--- src/rtl/resampler_sample_feeder.sv ---
// resampler_sample_feeder
//   Paced sample source for the polyphase interpolator. Samples arrive on a
//   ready/valid stream and are buffered in a FIFO. They are issued on a
//   valid-only port, with at least INTERVAL cycles between pulses, so that
//   no sample lands while the filter is still cycling through its phases.
// Ports:
//   clk, rst_n            clock, async active-low reset
//   en_i                  emission enable (FIFO still accepts while low)
//   flush_i               sync flush of FIFO, pacing and armed state
//   s_valid_i/s_ready_o   upstream handshake, s_data_i sample
//   m_valid_o/m_data_o    registered pulse + held sample to the filter
//   level_o               registered FIFO occupancy 0..DEPTH
//   underrun_o            one-cycle pulse when the source starves mid-stream
module resampler_sample_feeder #(
  parameter int DATA_WIDTH = 16,
  parameter int DEPTH      = 8,
  parameter int INTERVAL   = 15
) (
  input  logic                   clk,
  input  logic                   rst_n,
  input  logic                   en_i,
  input  logic                   flush_i,
  input  logic                   s_valid_i,
  output logic                   s_ready_o,
  input  logic [DATA_WIDTH-1:0]  s_data_i,
  output logic                   m_valid_o,
  output logic [DATA_WIDTH-1:0]  m_data_o,
  output logic [$clog2(DEPTH):0] level_o,
  output logic                   underrun_o
);
  localparam int AW = $clog2(DEPTH);
  localparam int LW = AW + 1;
  localparam int GW = (INTERVAL > 1) ? $clog2(INTERVAL) : 1;
  localparam logic [LW-1:0] FULL     = LW'(DEPTH);
  localparam logic [GW-1:0] GAP_LOAD = GW'(INTERVAL - 1);

  logic [DATA_WIDTH-1:0] mem [DEPTH];
  logic [AW-1:0]         wr_ptr, rd_ptr;
  logic [LW-1:0]         level;
  logic [GW-1:0]         gap_cnt;
  logic                  armed;
  logic                  push, emit, starve, gap_done;

  // Full means not ready even if a pop happens this cycle: no bypass path.
  assign s_ready_o = rst_n & ~flush_i & (level < FULL);
  assign push      = s_valid_i & s_ready_o;
  assign gap_done  = (gap_cnt == '0);
  assign emit      = en_i & ~flush_i & gap_done & (level != '0);
  // armed gates this so a starvation episode yields exactly one pulse.
  assign starve    = en_i & ~flush_i & armed & gap_done & (level == '0);
  assign level_o   = level;

  // Sample storage carries no reset; occupancy is tracked by level.
  always_ff @(posedge clk) begin
    if (push) mem[wr_ptr] <= s_data_i;
  end

  always_ff @(posedge clk or negedge rst_n) begin
    if (!rst_n) begin
      wr_ptr     <= '0;
      rd_ptr     <= '0;
      level      <= '0;
      gap_cnt    <= '0;
      armed      <= 1'b0;
      m_valid_o  <= 1'b0;
      m_data_o   <= '0;
      underrun_o <= 1'b0;
    end else if (flush_i) begin
      // m_data_o deliberately keeps its last value across a flush.
      wr_ptr     <= '0;
      rd_ptr     <= '0;
      level      <= '0;
      gap_cnt    <= '0;
      armed      <= 1'b0;
      m_valid_o  <= 1'b0;
      underrun_o <= 1'b0;
    end else begin
      m_valid_o  <= emit;
      underrun_o <= starve;
      if (push) wr_ptr <= wr_ptr + 1'b1;
      if (emit) begin
        m_data_o <= mem[rd_ptr];
        rd_ptr   <= rd_ptr + 1'b1;
      end
      case ({push, emit})
        2'b10:   level <= level + 1'b1;
        2'b01:   level <= level - 1'b1;
        default: level <= level;
      endcase
      // Pacing keeps running while en_i is low so spacing survives toggles.
      if (emit)           gap_cnt <= GAP_LOAD;
      else if (!gap_done) gap_cnt <= gap_cnt - 1'b1;
      if (emit)        armed <= 1'b1;
      else if (starve) armed <= 1'b0;
    end
  end
endmodule

--- config.mk ---
export PLATFORM = sky130hd
export DESIGN_NAME = resampler_sample_feeder
export DESIGN_NICKNAME = d
export VERILOG_FILES = /design/src/rtl/resampler_sample_feeder.sv
export SDC_FILE = /design/constraint.sdc
export NUM_CORES = 1
export LEC_CHECK = 0
export CELL_PAD_IN_SITES_DETAIL_PLACEMENT = 1
export CELL_PAD_IN_SITES_GLOBAL_PLACEMENT = 1
export CORE_ASPECT_RATIO = 0.6
export CORE_MARGIN = 3
export CORE_UTILIZATION = 45
export DETAILED_ROUTE_END_ITERATION = 6
export HOLD_SLACK_MARGIN = 0.1
export PLACE_DENSITY_LB_ADDON = 0.1
export SLEW_MARGIN = 25
export SYNTH_ARGS = -nofsm -noshare
export SYNTH_HDL_FRONTEND = slang
export SYNTH_SLANG_ARGS = --single-unit
--- constraint.sdc ---
create_clock -name clk -period 3.1 [get_ports clk]
set_clock_uncertainty 0.2 [all_clocks]
set_input_delay 0.93 -clock clk [delete_from_list [all_inputs] [get_ports clk]]
set_output_delay 0.93 -clock clk [all_outputs]
set_load 0.05 [all_outputs]
[Word-level counts from Yosys, hierarchy flattened]
Memory sizes are Yosys's and may differ from the RTL's. A register that Yosys moved wholly into a read port is not among the register bits.
Cells that the tools add are included.
Cells by class
  $add $sub $neg: 5
  magnitude comparators: 1
  equal/unequal tests: 3
  muxes and demuxes: 16
  bitwise operators: 10
  reduce and logical (&&, ||, !) cells: 9
Operator list (count)
  4-bit 2-to-1 mux: 4
  3-bit 2-to-1 mux: 4
  1-bit bitwise AND: 9
  4-bit zero test: 2
  4-bit case mux with 2 select lines: 1
  4-bit by 1-bit subtractor with 4-bit output, second input constant: 2
  1-bit 2-to-1 mux: 7
  3-bit by 1-bit adder with 3-bit output, second input constant: 2
  3-bit nonzero test: 2
  4-bit by 1-bit adder with 4-bit output, second input constant: 1
  4-bit < comparator, second input constant: 1
  2-bit nonzero test: 2
  4-bit nonzero test: 1
  3-bit inequality test, second input constant: 1
  2-bit by 1-bit equality test with 1-bit output, second input constant: 1
  2-bit equality test, second input constant: 1
  2-bit AND reduction: 1
  1-bit zero test: 1
  1-bit inverter: 1
Storage, ports and cells
  register bits after elaboration: 17
  RAM bits: 128
  input port bits: 21
  output and inout bits: 23
  word-level logic and storage cells: 52
  memories: 1
Memory list
  mem: words 8, width 16, read ports 1, clocked after memory_dff 1, wr ports 1, line 37  | logic [DATA_WIDTH-1:0] mem [DEPTH];

[Longest topological paths before layout]
  depth after elaboration: 8
  gate-level depth with buffers: 11
  depth with buffers taken out: 11

[Worst setup path before layout]
OpenSTA, ideal clock, no wires.
  kind: input to register
  from: input port rst_n
  to: register level[0], in the netlist level_o[0]
  arrival time: 3066 ps
  required time: 2775 ps
  path slack: -290 ps
  stages: 5
  path buffers: 0
  path through: nor3b_1 > nand2_1 > xnor2_2 > nor2_1 > mux2_2
On the way
  longest elaborated chain between the ends: 6
RTL lines
  start, declared: line 20  | input logic rst_n,
  1-bit bitwise AND (*) (2 in a row): line 45  | assign s_ready_o = rst_n & ~flush_i & (level < FULL);
  1-bit bitwise AND (*): line 46  | assign push = s_valid_i & s_ready_o;
  2-bit by 1-bit equality test with 1-bit output or 2-bit equality test (tied branches): line 85  | case ({push, emit})
  4-bit case mux with 2 select lines: line 85
  4-bit 2-to-1 mux: line 68  | end else if (flush_i) begin
  end signal, assigned: line 86  | 2'b10: level <= level + 1'b1;
  end signal, assigned: line 87  | 2'b01: level <= level - 1'b1;
  end signal, assigned: line 88  | default: level <= level;
  end, declared: line 39  | logic [LW-1:0] level;
Every way passes the cells marked *; elsewhere a longest branch is shown, timed or not.
A chain may end at the register's enable or synchronous reset.

[Final worst setup path]
  from: input port s_valid_i
  to: register level[3], in the netlist level_o[3]
On the way
  longest elaborated chain between the ends: 4
RTL lines
  start, declared: line 23  | input logic s_valid_i,
  1-bit bitwise AND (*): line 46
  2-bit by 1-bit equality test with 1-bit output or 2-bit equality test (tied branches): line 85
  4-bit case mux with 2 select lines: line 85
  4-bit 2-to-1 mux: line 68
Marks and branches as above.

==> results.py <==
metrics = {
    "synth": {
        "ys_seq_area_frac": 0.737,
        "syn-cell-area_um2": 6330,
        "synth_area_leader_cell": "edfxtp_1",
        "ys_ff_latch": 161,
        "syn_inst": 346,
        "synth_top_area_frac": 0.607,
        "syn_nets": 373,
        "synthTopCellsByArea": "edfxtp_1 (61%), dfrtp_1 (13%), mux4_2 (11%), mux2i_1 (2.5%), nand2_1 (2.0%)",
        "yosysWarningCount": 0,
        "synthFlopType": "edfxtp_1",
        "syn_avg_cell_area_um2": 18.3,
        "synth_cell_type_count": 37,
        "synth_edf_count": 128,
        "synthArstFlopShare": 0.205,
    },
    "critical_path": {
        "ff2ff_setup_slack_ns": 0.25,
        "arrival_ns": 3.11,
        "cp-end-kind": "flop",
        "timing.rr.start": "level_o[1]",
        "crit_path_start_kind": "input pin",
        "cp.required_ns": 3.21,
        "path_cells": "clkdlybuf4s50_1 > and4bb_1 > nor2_2 > ha_1 > nand2_2 > a2111oi_4 > a311oi_2 > mux2_1 > a31o_1",
        "path_buf_inv": 1,
        "r2r_end": "level_o[3]",
        "path_class": "input pin to flop",
        "cp_slowest_cell": "clkdlybuf4s50_1",
        "ff2ff_path_depth": 9,
        "critical_path_cell_count": 9,
        "path_max_fanout": 3,
        "slowest_delay_ns": 0.50,
        "cp_top_family": "compound AO/OA/AOI/OAI gates",
    },
    "power_and_ir_drop": {
        "p_switching_mw": 1.74,
        "p_leak_nw": 2.75,
        "clkPwrFrac": 0.347,
        "share_seq_of_total_power": 0.443,
        "internal-power_mw": 4.08,
        "switching_share": 0.299,
        "power_frac_comb": 0.210,
        "worst_ir_drop_vdd_uv": 443,
        "power_density_nw_per_um2": 738,
    },
    "floorplan": {
        "die_width_um": 159,
        "ios": 44,
        "coreArea_um2": 13300,
        "rows": 32,
        "die_h_um": 97.9,
        "die_area_um2": 15600,
        "initial_core_util": 0.477,
    },
    "finish": {
        "stdcell_count": 630,
        "nFillCells": 1180,
        "num_antenna_cells": 0,
        "area_growth_pct": 24.6,
        "multi_input_area_um2": 1610,
        "fin_nets": 457,
        "postLayoutCellArea_um2": 7890,
        "area.sequential_um2": 4670,
        "drive_gt1_frac": 0.271,
    },
    "clock_network": {
        "htree_levels": 4,
        "cts_buffer_depth": 2,
        "cts_buffers": 17,
        "cts_tree": "yes",
        "cts_root_buffer": "clkbuf_16",
        "holdBufCountCts": 0,
        "cts_num_sinks": 161,
        "cts.reportedPaths.clkPinSlew_ns": 0.07,
        "clkLatencyLatePin_ns": 0.42,
    },
    "global_routing": {
        "grt_remaining_overflow": 0,
        "antenna_found_initial": 0,
        "grt_max_degree": 41,
        "grt_pass1_wl_mm": 21.5,
        "grt_pass1_vias": 3625,
        "grt_usage": 0.184,
    },
    "worst_hold_path": {
        "hold_path_depth": 2,
        "min_from": "m_data_o[10]",
        "hold_path_end": "m_data_o[10]",
        "hp-class": "flop to flop",
    },
    "place": {
        "dp_hpwl_mm": 8.89,
        "routabilityCongestion": 0.785,
        "port_buffers": 43,
        "post-place-cells": 595,
        "placed_cell_area_um2": 7270,
    },
    "timing": {
        "min_period_ns": 3.01,
        "finalHoldViolations": 0,
        "rsz0062_at_grt": "no",
        "timing.fmax_mhz": 332,
        "hold_slack_ns": 0.283,
        "slew_headroom": 0.360,
        "slew_violations": 0,
        "finalCritPeriodShare": 0.970,
        "tightest_slew_ns": 0.960,
        "setup_viol": 0,
    },
    "detailed_routing": {
        "ant_nets": 0,
        "first_pass_iters": 4,
        "vias": 3387,
        "drt-total-wl_mm": 13.5,
        "wl_per_cell_um": 21.5,
        "drt_drc_violations_left": 0,
        "vias_per_cell": 5.38,
        "drtIter0Drc": 260,
    },
    "outcome": {
        "status": "finished clean",
    },
    "run": {
        "cap_viol_max_count": 0,
    },
}
per-layer routing:
| metal | vias to the layer above | track usage | share of wire |
|---|---|---|---|
| li1 | 1523 | - | - |
| met4 | 0 | 0.0444 | 0.0099 |
| met2 | 54 | 0.281 | 0.46 |
| met5 | - | 0 | 0 |
| met1 | 1798 | 0.273 | 0.49 |
| met3 | 12 | 0.0441 | 0.031 |
cells in the final DEF (no fill, tap or decap), drive strengths merged, types with 2 or more instances in the layout:
master         Yosys  final
nand2b             4      4
nor2              13     13
o21ai             20     20
nor3b              2      2
nor3               6      6
clkdlybuf4s50      0     40
nand3              2      2
xnor2              4      4
mux2               2      2
xor2               4      4
ha                 6      6
mux4              32     32
clkinvlp           0      2
buf               11     41
a21oi              7      7
clkinv             0      6
dfrtp             33     33
inv                4     10
mux2i             16     16
nand2             34     34
edfxtp           128    128
clkbuf             6     17
synth_stat cells, types with 2 or more instances:
| master | n |
|---|---|
| clkbuf_1 | 6 |
| nand2b_1 | 4 |
| xor2_1 | 4 |
| ha_1 | 6 |
| mux4_2 | 32 |
| xnor2_1 | 3 |
| buf_2 | 8 |
| mux2i_1 | 16 |
| edfxtp_1 | 128 |
| buf_1 | 2 |
| nor2_1 | 13 |
| o21ai_0 | 20 |
| inv_1 | 3 |
| nor3b_1 | 2 |
| a21oi_1 | 7 |
| nand2_1 | 34 |
| dfrtp_1 | 33 |
| nor3_1 | 6 |
stage by stage:
stage          setup WS [ns]  power (mW)  utilization  setup TNS (ns)
3_3_place_gp          -0.298        3.81        0.547          -0.343
2_1_floorplan         0.0109        3.40            -               0
5_1_grt               0.0518        6.10        0.594               0
4_1_cts              0.00408        5.89        0.592               0
6_report              0.0921        5.83        0.594               0
3_5_place_dp          -0.387        3.85        0.547          -0.497
flip-flops by register name, indices dropped and copies added, names as in the netlist:
register    flops
mem           128
m_data_o       16
gap_cnt         4
level_o         4
rd_ptr          3
wr_ptr          3
armed           1
m_valid_o       1
underrun_o      1
how the worst max path moves through the flow:
| stage | from | end | slack [ns] |
|---|---|---|---|
| detailed placement | flush_i | level_o[3] | -0.39 |
| CTS | flush_i | s_ready_o | 0.004 |
| floorplan | flush_i | level_o[3] | 0.01 |
| global placement | flush_i | level_o[3] | -0.30 |
| global route | s_valid_i | level_o[3] | 0.05 |
| finish | s_valid_i | level_o[3] | 0.09 |
repair_timing:
item | CTS | global route
gates resized for setup | 2 | 3
setup endpoints to repair | 1 | 2
endpoints found under the hold margin | 0 | 0
pin swaps | 1 | 2
buffers inserted | 2 | 1
cells by family after synthesis:
logic type      count (synthesis)  share of synthesized area
flops                         161                      0.737
xor+xnor                        8                     0.0122
buf+inv                        21                     0.0152
mux                            50                      0.143
fa+ha+maj                       6                     0.0119
compound gates                 32                     0.0308
simple gates                   68                     0.0502
cell type report:
| cell class | count | share of cell area |
|---|---|---|
| Sequential cell | 161 | 0.592 |
| Multi-Input combinational cell | 164 | 0.204 |
| Timing Repair Buffer | 82 | 0.0994 |
| Clock buffer | 17 | 0.0539 |
| Tap cell | 187 | 0.0296 |
| Clock inverter | 15 | 0.0195 |
| Inverter | 4 | 0.00190 |
power groups by stage:
stage / clock, mW / combinational [mW] / sequential (mW)
2_1_floorplan: 0 / 0.433 / 2.97
3_3_place_gp: 0 / 1.20 / 2.62
3_5_place_dp: 0 / 1.22 / 2.63
4_1_cts: 2.07 / 1.23 / 2.58
5_1_grt: 2.18 / 1.32 / 2.60
6_report: 2.02 / 1.22 / 2.58
worst min-delay path: stages (launching register included):
cell and delay [ns]:
dfrtp_1 0.34, nand2_1 0.04, o21ai_0 0.06
(Power assumes the default switching activity.)
==> variant 1, RTL diff (same flow settings) <==
The parameter `INTERVAL` goes from 15 to 30.
--- a/src/rtl/resampler_sample_feeder.sv
+++ b/src/rtl/resampler_sample_feeder.sv
@@ -15,5 +15,5 @@
   parameter int DATA_WIDTH = 16,
   parameter int DEPTH      = 8,
-  parameter int INTERVAL   = 15
+  parameter int INTERVAL   = 30
 ) (
   input  logic                   clk,
Check against the original RTL: same outputs for any inputs over 10 cycles, from zero or initial values and one cycle with rst_n low; that may be too few to reach the edited logic, so the function may still have changed.
==> variant 1 against the original RTL <==
Total power grew 2.9%. Setup slack improved by 0.068 ns. Sequential cell count grew 1. Wire length is 2.7% higher. Maximum frequency rose by 2.3%. Count of clock-buffer cells in the layout increased by 4. Die area grew 0.65%. Final area fell by 0.14%. Hold slack lost 0.0077 ns. Critical path type is now in -> out. Sequential share of layout area increased by 0.37 points. Largest power group unchanged. Area after synthesis grew 0.69%.
==> variant 1: results (changes against the original RTL) <==
Commonest cells in the netlist - edfxtp_1 (128), dfrtp_1 (34), mux4_2 (32), nand2_1 (32), o21ai_0 (19)
Met1 wire length - 7.04 mm (+5.2%)
Switching power share of the total - 29.5% (-0.39 points)
Met2 wire len - 6.43 mm (+2.4%)
Syn Area/Cell - 18.1 sq um (-1.3%)
Via/cell ratio - 5.35 (-0.53%)
Clock buffers - 21 (+4)
Outcome - completed
Largest net degree at the start of global routing - 46 (+12%)
Final weighted congestion in routability-driven placement - 0.710 (-9.6%)
Met3 track demand over resource - 4.20% (-0.21 points)
CP endpoint - s_ready_o
Share of layout cells above drive strength 1 - 25.4% (-1.7 points)
Routed length per instance - 21.7 um (+0.92%)
Drt initial violations - 232 (-11%)
Post-Place Setup Slack - -0.278 ns (+0.109 ns)
Placed cells - 609 (+2.4%)
Pint - 4.23 mW (+3.5%)
First-pass GRT wire length - 22.1 mm (+2.7%)
Met3 wire len - 318 um (-24%)
Clk tree area frac - 7.33% (about the same)
Post-CTS Setup Bufs - 0 (-2)
Seq/Total Area, Yosys - 73.6% (-0.11 points)
Final Instance Area - 0.00788 sq mm (-0.14%)
VDD IR-drop max - 392 uV (-12%)
Slew HR - 37.2% (+1.2 points)
Worst r2r path cells - 10 (+1)
Layout fillers - 1272 (+7.8%)
Met1 Track Usage GR - 27.9% (+0.61 points)
Netlist cell types - 36 (-2.7%)
Post-synthesis async set-or-reset flop share - 21.0% (+0.49 points)
Pleak - 2.74 nW (-0.16%)
GR Layer Usage met2 - 29.6% (+1.5 points)
Slowest stage delay, CP - 0.29 ns (-0.21 ns)
Synth Area in XOR/XNOR - 1.10% (-0.13 points)
Post-place instance area - 0.00730 sq mm (+0.46%)
Crit path max-delay cell type - dlygate4sd2_1
CP Max Fanout - 5 (+2)
Worst R2R Setup Slack - 0.38 ns (+0.13 ns)
Layout Nets - 463 (+1.3%)
Fraction of area in multi-input gates - 20.5% (+0.11 points)
Routed via count - 3428 (+1.2%)
Setup crit start - flush_i
Period utilisation layout - 94.8% (-2.2 points)
## variant 1: cell types whose count changed in the layout (fill, tap and decap cells not counted), sizes merged, moves of 2 or more
cell	delta
inv	-3
nand2b	+2
a21oi	+2
clkbuf	+4
nand2	-2
a31oi	+2
nor2	+2
clkinv	-3
## variant 1: worst min path at each step
stage / start / to / slack [ns] / depth (start not counted)
2_1_floorplan: wr_ptr[0] / wr_ptr[0] / 0.29 / 2
3_3_place_gp: m_data_o[7] / m_data_o[7] / 0.26 / 2
3_5_place_dp: m_data_o[8] / m_data_o[8] / 0.27 / 2
4_1_cts: m_data_o[8] / m_data_o[8] / 0.28 / 2
5_1_grt: m_data_o[8] / m_data_o[8] / 0.30 / 2
6_report: m_data_o[8] / m_data_o[8] / 0.28 / 2
## variant 1: tightest hold or removal path, cell delays in order, from the launching register on
cell and delay, ns:
dfrtp_1 0.34, nand2_1 0.04, o21ai_0 0.06
==> variant 2, RTL diff (config.mk and constraints unchanged) <==
Made on the original files. Put one more register stage on the output `level_o`, cleared by the reset. The value now appears one clock later. The other outputs are not delayed to match. Comments in the files are not updated.
--- a/src/rtl/resampler_sample_feeder.sv
+++ b/src/rtl/resampler_sample_feeder.sv
@@ -49,5 +49,11 @@
   // armed gates this so a starvation episode yields exactly one pulse.
   assign starve    = en_i & ~flush_i & armed & gap_done & (level == '0);
-  assign level_o   = level;
+  always_ff @(posedge clk or negedge rst_n) begin
+    if (!rst_n) begin
+      level_o <= '0;
+    end else begin
+      level_o <= level;
+    end
+  end
 
   // Sample storage carries no reset; occupancy is tracked by level.
Function: changed (Yosys sat finds a counterexample within 4 cycles, from zero or initial values and one cycle with rst_n low).
==> variant 2 against the original RTL <==
Final area up 1.7%. Sequential cell count up 4. Highest routed layer unchanged. Setup slack better by 0.12 ns. Largest cell class unchanged. Area after synthesis up 3.3%. Wire length up 2.4%. Total power down 0.84%. Count of clock-buffer cells in the layout unchanged.
==> variant 2: results (changes against the original RTL) <==
Outcome - completed
Synth top area cells - edfxtp_1 (59%), dfrtp_1 (14%), mux4_2 (11%)
Post-CTS Setup Bufs - 0 (-2)
Met3 track demand over resource - 4.41% (about the same)
Met1 Track Usage GR - 28.4% (+1.1 points)
Placed cells - 608 (+2.2%)
Routed length per instance - 21.6 um (+0.80%)
Hold Slack - 0.275 ns (-0.00812 ns)
Met1 wire length - 6.76 mm (+1.1%)
Share of layout cells above drive strength 1 - 24.3% (-2.8 points)
Synth Area in Compound Gates - 3.18% (+0.094 points)
Adder-Cell Fraction of Synth Area - 1.15% (-0.037 points)
Syn_nets - 386 (+3.5%)
Multiplexer share of the synthesized area - 13.6% (-0.64 points)
Switching power share of the total - 29.8% (-0.17 points)
DP Wirelength - 9.21 mm (+3.6%)
Setup crit start - flush_i
Vias in the first global route - 3710 (+2.3%)
Routed via count - 3474 (+2.6%)
CP Max Fanout - 6 (+3)
Worst r2r path cells - 11 (+2)
GR Layer Usage met2 - 27.9% (-0.15 points)
Pleak - 2.74 nW (-0.13%)
Commonest cells in the netlist - edfxtp_1 (128), dfrtp_1 (37), mux4_2 (32)
Post-synthesis async set-or-reset flop share - 22.4% (+1.9 points)
Top delay family on crit path - buffers and inverters
Largest net degree at the start of global routing - 35 (-15%)
CP endpoint - s_ready_o
[variant 2: changes by cell type after synthesis, moves of 3 or more]
cell	before	now
nand2_1	34	25
dfrtp_1	33	37
nand3_1	1	5
a21oi_1	7	10
buf_2	8	5
xnor2_1	3	6
[variant 2: power by group through the flow]
stage          logic [mW]  clock network, mW  registers (mW)
2_1_floorplan       0.377                  0            3.00
3_3_place_gp         1.10                  0            2.67
3_5_place_dp         1.11                  0            2.68
4_1_cts              1.12               2.09            2.63
5_1_grt              1.19               2.19            2.65
6_report             1.11               2.04            2.63
[variant 2: cell type report]
| class | instances | area [sq um] |
|---|---|---|
| clock buffer | 17 | 425 |
| multi-input combinational | 172 | 1700 |
| clock inverter | 15 | 148 |
| tap | 192 | 240 |
| inverter | 5 | 18.8 |
| timing repair buffer | 74 | 729 |
| sequential | 165 | 4770 |
| fill | 1276 | 5890 |
[variant 2: worst min-delay path, stage by stage, from the launching register on]
cell     delay [ns]
dfrtp_1        0.34
nand2_1        0.04
o21ai_0        0.06
